**src/rtl/riscv_ctrl_pkg.sv**
```systemverilog
// Shared control definitions for the 5-stage core: hazard FSM states, watchdog limits,
// flush NOP encoding and a saturating-increment helper.
package riscv_ctrl_pkg;

  typedef enum logic [1:0] {
    StRun     = 2'd0,
    StMemWait = 2'd1,
    StError   = 2'd2
  } hz_state_e;

  localparam int unsigned MemTimeoutMin = 2;
  localparam int unsigned MemTimeoutMax = 255;

  // addi x0, x0, 0
  localparam logic [31:0] NopInstr = 32'h0000_0013;

  function automatic logic [31:0] sat_inc(input logic [31:0] v);
    return (v == 32'hFFFF_FFFF) ? v : v + 32'd1;
  endfunction

endpackage

```
**src/rtl/mem_wait_watchdog.sv**
```systemverilog
// Counts frozen cycles of a data-memory wait and pulses expire on the cycle that would be
// the MEM_TIMEOUT-th consecutive freeze.
module mem_wait_watchdog #(
  parameter int unsigned MEM_TIMEOUT = 16
) (
  input  logic clk,
  input  logic reset,
  input  logic inc,
  input  logic clr,
  output logic expire
);

  localparam logic [7:0] Limit = 8'(MEM_TIMEOUT - 1);

  logic [7:0] wait_cnt;

  always_ff @(posedge clk or posedge reset) begin
    if (reset) begin
      wait_cnt <= '0;
    end else if (clr) begin
      wait_cnt <= '0;
    end else if (inc) begin
      wait_cnt <= wait_cnt + 8'd1;
    end
  end

  assign expire = inc && (wait_cnt == Limit);

endmodule

```
**src/rtl/hazard_controller.sv**
```systemverilog
// Load-use / branch-flush / memory-freeze sequencer with a memory-wait watchdog.
// Optional performance counters are built when HAZARD_PERF_EN is defined.
module hazard_controller
  import riscv_ctrl_pkg::*;
#(
  parameter int unsigned MEM_TIMEOUT = 16
) (
  input  logic        clk,
  input  logic        reset,
  input  logic [4:0]  IF_ID_Rs1,
  input  logic [4:0]  IF_ID_Rs2,
  input  logic        ID_EX_MemRead,
  input  logic [4:0]  ID_EX_Rd,
  input  logic        EX_BranchTaken,
  input  logic        EX_MEM_MemReq,
  input  logic        dmem_ready,
  output logic        PCWrite,
  output logic        IF_ID_Write,
  output logic        IF_ID_Flush,
  output logic        ID_EX_Flush,
  output logic        pipe_freeze,
`ifdef HAZARD_PERF_EN
  output logic [31:0] perf_stall_cnt,
  output logic [31:0] perf_flush_cnt,
  output logic [31:0] perf_freeze_cnt,
`endif
  output logic        mem_timeout_err
);

  if (MEM_TIMEOUT < MemTimeoutMin || MEM_TIMEOUT > MemTimeoutMax) begin : g_bad_timeout
    $error("hazard_controller: MEM_TIMEOUT outside 2..255");
  end

  hz_state_e state_q, state_d;
  logic mem_stall, load_use, expire, wd_inc, wd_clr;

  assign mem_stall = EX_MEM_MemReq && !dmem_ready;
  assign load_use  = ID_EX_MemRead && (ID_EX_Rd != 5'd0) &&
                     ((ID_EX_Rd == IF_ID_Rs1) || (ID_EX_Rd == IF_ID_Rs2));

  // ERROR ignores inputs, so the counter is frozen there too.
  assign wd_inc = mem_stall && (state_q != StError);
  assign wd_clr = (state_d == StRun);

  mem_wait_watchdog #(
    .MEM_TIMEOUT(MEM_TIMEOUT)
  ) u_watchdog (
    .clk   (clk),
    .reset (reset),
    .inc   (wd_inc),
    .clr   (wd_clr),
    .expire(expire)
  );

  always_ff @(posedge clk or posedge reset) begin
    if (reset) begin
      state_q <= StRun;
    end else begin
      state_q <= state_d;
    end
  end

  always_comb begin
    state_d = state_q;
    unique case (state_q)
      StRun:     if (mem_stall) state_d = StMemWait;
      StMemWait: begin
        if (expire) begin
          state_d = StError;
        end else if (dmem_ready) begin
          state_d = StRun;
        end
      end
      StError:   state_d = StError;
      default:   state_d = StRun;
    endcase
  end

  always_comb begin
    PCWrite         = 1'b0;
    IF_ID_Write     = 1'b0;
    IF_ID_Flush     = 1'b0;
    ID_EX_Flush     = 1'b0;
    pipe_freeze     = 1'b0;
    mem_timeout_err = 1'b0;
    if (reset) begin
      // all outputs held low while in reset
    end else if (state_q == StError) begin
      pipe_freeze     = 1'b1;
      mem_timeout_err = 1'b1;
    end else if (mem_stall) begin
      pipe_freeze = 1'b1;
    end else if (EX_BranchTaken) begin
      // A coincident load-use belongs to the wrong path and is dropped.
      IF_ID_Flush = 1'b1;
      ID_EX_Flush = 1'b1;
      PCWrite     = 1'b1;
      IF_ID_Write = 1'b1;
    end else if (load_use) begin
      ID_EX_Flush = 1'b1;
    end else begin
      PCWrite     = 1'b1;
      IF_ID_Write = 1'b1;
    end
  end

`ifdef HAZARD_PERF_EN
  logic [31:0] perf_stall_q, perf_flush_q, perf_freeze_q;

  always_ff @(posedge clk or posedge reset) begin
    if (reset) begin
      perf_stall_q  <= '0;
      perf_flush_q  <= '0;
      perf_freeze_q <= '0;
    end else begin
      if (ID_EX_Flush && !IF_ID_Flush) perf_stall_q <= sat_inc(perf_stall_q);
      if (IF_ID_Flush) perf_flush_q <= sat_inc(perf_flush_q);
      if (pipe_freeze) perf_freeze_q <= sat_inc(perf_freeze_q);
    end
  end

  assign perf_stall_cnt  = perf_stall_q;
  assign perf_flush_cnt  = perf_flush_q;
  assign perf_freeze_cnt = perf_freeze_q;
`endif

endmodule

```
**config.mk**
```make
export PLATFORM = sky130hd
export DESIGN_NAME = hazard_controller
export DESIGN_NICKNAME = d
export VERILOG_FILES = /design/src/rtl/riscv_ctrl_pkg.sv /design/src/rtl/mem_wait_watchdog.sv /design/src/rtl/hazard_controller.sv
export SDC_FILE = /design/constraint.sdc
export NUM_CORES = 1
export LEC_CHECK = 0
export CORE_ASPECT_RATIO = 1.2
export CORE_MARGIN = 4
export CORE_UTILIZATION = 38
export DETAILED_ROUTE_END_ITERATION = 16
export GPL_ROUTABILITY_DRIVEN = 0
export PLACE_DENSITY = 0.74
export SETUP_SLACK_MARGIN = 0.5
export SYNTH_ARGS = -nofsm -noshare
export SYNTH_HDL_FRONTEND = slang
export SYNTH_SLANG_ARGS = --single-unit
```
**constraint.sdc**
```tcl
create_clock -name clk -period 1.4 [get_ports clk]
set_input_delay 0.21 -clock clk [delete_from_list [all_inputs] [get_ports clk]]
set_output_delay 0.21 -clock clk [all_outputs]
set_load 0.01 [all_outputs]
```
==> run summary, run 1 <==
Hold Crit Class -> primary input to asynchronous set/reset pin
Highest metal used -> met4
Final setup viols -> 10
Critical Path Slowest Stage Cell -> sky130_fd_sc_hd__dfrtp_1
Count of flip-flops with a built-in enable after synthesis -> 0
Max Transition Viols Final -> 0
Worst-margin pin slew -> 0.272 ns
Area share of the largest cell type after synthesis -> 0.353
Top_reg_cell synth -> sky130_fd_sc_hd__dfrtp_1
Inserted Clock Buffers -> 3
CP Cell Sequence -> nor2b_4 -> nor3_2 -> and2_4 -> o21bai_4 -> buf_6
CTS Hold Buffers Added -> 0
Leakage Power -> 0.575 nW
Setup crit start kind -> flip-flop
Flop-to-flop setup slack -> -0.06 ns
Cell internal power dissipation -> 0.562 mW
Result of the run -> complete, but fails checks
Detailed-routed wire length on met3 -> 121 um
Post-detailed-route via-to-cell ratio -> 5.28
TritonCTS clock tree -> built
Delay of the slowest cell on the worst path -> 0.42 ns
Period utilization -> 1.11
Cell taking the most area after synthesis -> sky130_fd_sc_hd__dfrtp_1
Initial Util -> 0.416
WP data required -> 1.19 ns
Post-route cell area -> 0.00133 sq mm
Sink Count -> 10
Die W -> 47.4 um
Switching power -> 0.199 mW
Count of vias placed by the detailed router -> 792
Fill cells -> 116
Area growth from synthesis to layout -> 87.6%
Peak supply drop -> 0.296 mV
Detailed-routing wirelength on met1 -> 760 um
Startpoint of the most critical setup path -> state_q[0]
Kind of critical path -> flip-flop to output pin
Worst Reg-to-Reg Cells -> 5
Total cell area at the placement stage -> 0.00115 sq mm
Count of inserted antenna diode cells -> 0
Worst Setup End Kind -> output pin
Combinational group share of total power -> 0.263
Syn Inst Count -> 80
Period minus WS final -> 1.55 ns
Largest net degree at the start of global routing -> 11
Core area -> 0.00170 sq mm
Routed wire per std cell -> 14.8 um
Top cells by area in the synthesized netlist -> sky130_fd_sc_hd__dfrtp_1 (35%), sky130_fd_sc_hd__xor2_1 (16%), sky130_fd_sc_hd__nor2_1 (5.3%)
Arr. time, crit path -> 1.34 ns
Number of warnings issued by yosys -> 0
Rel. slew slack -> 0.817
Clock root cell -> sky130_fd_sc_hd__clkbuf_4
Startpoint of the worst register-to-register path -> state_q[0]
Clock Tree Buf Depth -> 2
Die height -> 55.3 um
Net count, final -> 155
Quantity of I/O buffers inserted on ports -> 26
Cell area after synthesis -> 708 sq um
Top-Level Pins -> 27
Relative contribution of sequential cells to total power -> 0.391
Final worst clock skew -> 0.00236 ns
Initial DRC Count -> 13
FMAX -> 645 MHz
Antenna violations before repair -> 0
Post-synthesis async set-or-reset flop share -> 1.00
Commonest cells post-synth -> sky130_fd_sc_hd__xor2_1 (13), sky130_fd_sc_hd__dfrtp_1 (10), sky130_fd_sc_hd__nor2_1 (10)
DRC -> 0
Number of maximum-capacitance violations -> 0
Failing checks -> negative setup slack
Area of the die -> 0.00262 sq mm
H-tree Lvls -> 1
Clock-pin slew reported for the worst setup and hold paths after clock tree synthesis -> 0.07 ns
Capture instance of the worst register-to-register path -> u_watchdog.wait_cnt[7]
Number of rows created at floorplan -> 16
Number of global-route vias before repair -> 802
Net switching fraction of the power -> 0.262
Most frequently used cell type in the post-synthesis netlist -> sky130_fd_sc_hd__xor2_1
Global-route usage over all layers -> 0.165
Post-Place Cells -> 139
Number of distinct library cells after synthesis -> 28
Final HPWL DP -> 1470 um
Share of the yosys chip area belonging to registers -> 0.353
Net Count, Synth -> 102
Wire length on met2 -> 1320 um
Detailed-router iteration count before antenna repair -> 4
Maximum fanout along the worst path -> 3
Clock Power Share -> 0.347
Layout cells sized above 1 -> 0.523
Synthesized area per cell -> 8.85 sq um
Global route total overflow -> 0
Final wirelength -> 2220 um
Final hold violations -> 0
Setup ws final -> -0.151 ns
PwrDens -> 573 mW/mm^2
Global-route wire length before repair -> 3240 um
Number of standard cells in the layout, taps in and fillers out -> 150
RSZ-0062 raised after global routing -> yes
ANT nets after route -> 0
Flip-flop and latch count after synthesis -> 10
Power consumption -> 0.761 mW
Insertion delay to the later sink of the worst-skew pair -> 0.27 ns
routing by layer:
layer  global-route usage  vias up
met4               0.0711        0
li1                     -      387
met5                    0        -
met2                0.293       35
met3              0.00974        2
met1                0.188      368
worst max path at each step:
stage	to	slack (ns)	cells past startpoint
detailed placement	PCWrite	-0.88	5
floorplan	PCWrite	-0.02	4
finish	ID_EX_Flush	-0.15	5
CTS	ID_EX_Flush	-0.16	6
global placement	IF_ID_Write	-0.85	5
global route	ID_EX_Flush	-0.20	5
what timing repair did:
action                     in CTS  in global routing
resized for setup              79                 15
cloned                          1                  0
hold endpoints to repair        0                  0
setup buffers                   4                  2
pin swaps                      18                  8
setup endpoints to repair      16                 16
power groups by stage:
stage                     logic (mW)  clock network [mW]  registers, mW
after detailed placement       0.193                   0          0.302
after CTS                      0.193               0.270          0.297
after floorplan               0.0780                   0          0.302
after global routing           0.216               0.280          0.298
after global placement         0.191                   0          0.302
final                          0.200               0.264          0.297
registers in the layout, summed over array words and instances, names as in the netlist:
| register | cells |
|---|---|
| state_q | 2 |
| u_watchdog.wait_cnt | 8 |
per-stage QoR:
stage | util | hold WS [ns] | TNS (ns) | setup WS (ns)
after global routing | 0.781 | 0.248 | -1.22 | -0.203
after floorplan | - | 0.0583 | -0.0167 | -0.0167
after global placement | 0.679 | 0.538 | -6.37 | -0.848
after detailed placement | 0.679 | 0.546 | -6.84 | -0.883
after CTS | 0.737 | 0.221 | -0.587 | -0.161
final | 0.781 | 0.227 | -0.623 | -0.151
cell families (layout without fill, tap and decap cells):
family | Yosys count | in the layout | share of synthesized area
adders and majority gates | 1 | 1 | 0.0177
xor gates and xnor gates | 13 | 13 | 0.161
DFF | 10 | 10 | 0.353
AOI/OAI and AO/OA | 14 | 14 | 0.122
and+or+nand+nor | 37 | 38 | 0.304
buffers and inverters | 5 | 56 | 0.0424
placed cells by master, fill, tap and decap left out, types with 2 or more instances in the layout:
cell type / instances
sky130_fd_sc_hd__a21oi_2: 4
sky130_fd_sc_hd__buf_2: 6
sky130_fd_sc_hd__buf_4: 18
sky130_fd_sc_hd__buf_6: 9
sky130_fd_sc_hd__clkbuf_4: 3
sky130_fd_sc_hd__clkdlybuf4s15_1: 4
sky130_fd_sc_hd__clkdlybuf4s50_1: 2
sky130_fd_sc_hd__dfrtp_1: 10
sky130_fd_sc_hd__dlygate4sd2_1: 9
sky130_fd_sc_hd__inv_1: 2
sky130_fd_sc_hd__nand2_1: 3
sky130_fd_sc_hd__nand4_4: 2
sky130_fd_sc_hd__nor2_1: 6
sky130_fd_sc_hd__nor2_2: 3
sky130_fd_sc_hd__nor2b_4: 2
sky130_fd_sc_hd__nor3_2: 3
sky130_fd_sc_hd__or4_4: 3
sky130_fd_sc_hd__xor2_1: 13
cell type report:
| class | count | area (sq um) | area share |
|---|---|---|---|
| clock buffers | 4 | 36.3 | 0.0273 |
| multi-input cells | 66 | 588 | 0.443 |
| well taps | 18 | 22.5 | 0.0169 |
| flip-flops and latches | 10 | 250 | 0.188 |
| repair buffers | 49 | 420 | 0.316 |
| inverters | 3 | 11.3 | 0.00847 |
worst max-delay path, delay by kind of cell, from the launching register on:
kind | cells | cell delay, ns
buffers and inverters | 1 | 0.12
AO/OA/AOI/OAI | 1 | 0.16
AND/OR/NAND/NOR | 3 | 0.38
flip-flops | 1 | 0.42
Power figures use the tool's default switching activity.
==> run 2: changes to the inputs <==
- CTS_CLUSTER_DIAMETER: unset -> 80
==> results of run 2 <==
Same layout as run 1: the final DEF is identical, and so are final timing and power.
==> run 3: changes to the inputs <==
- CTS_CLUSTER_SIZE: unset -> 8
==> results of run 3 <==
Same layout as run 1: the final DEF is identical, and so are final timing and power.
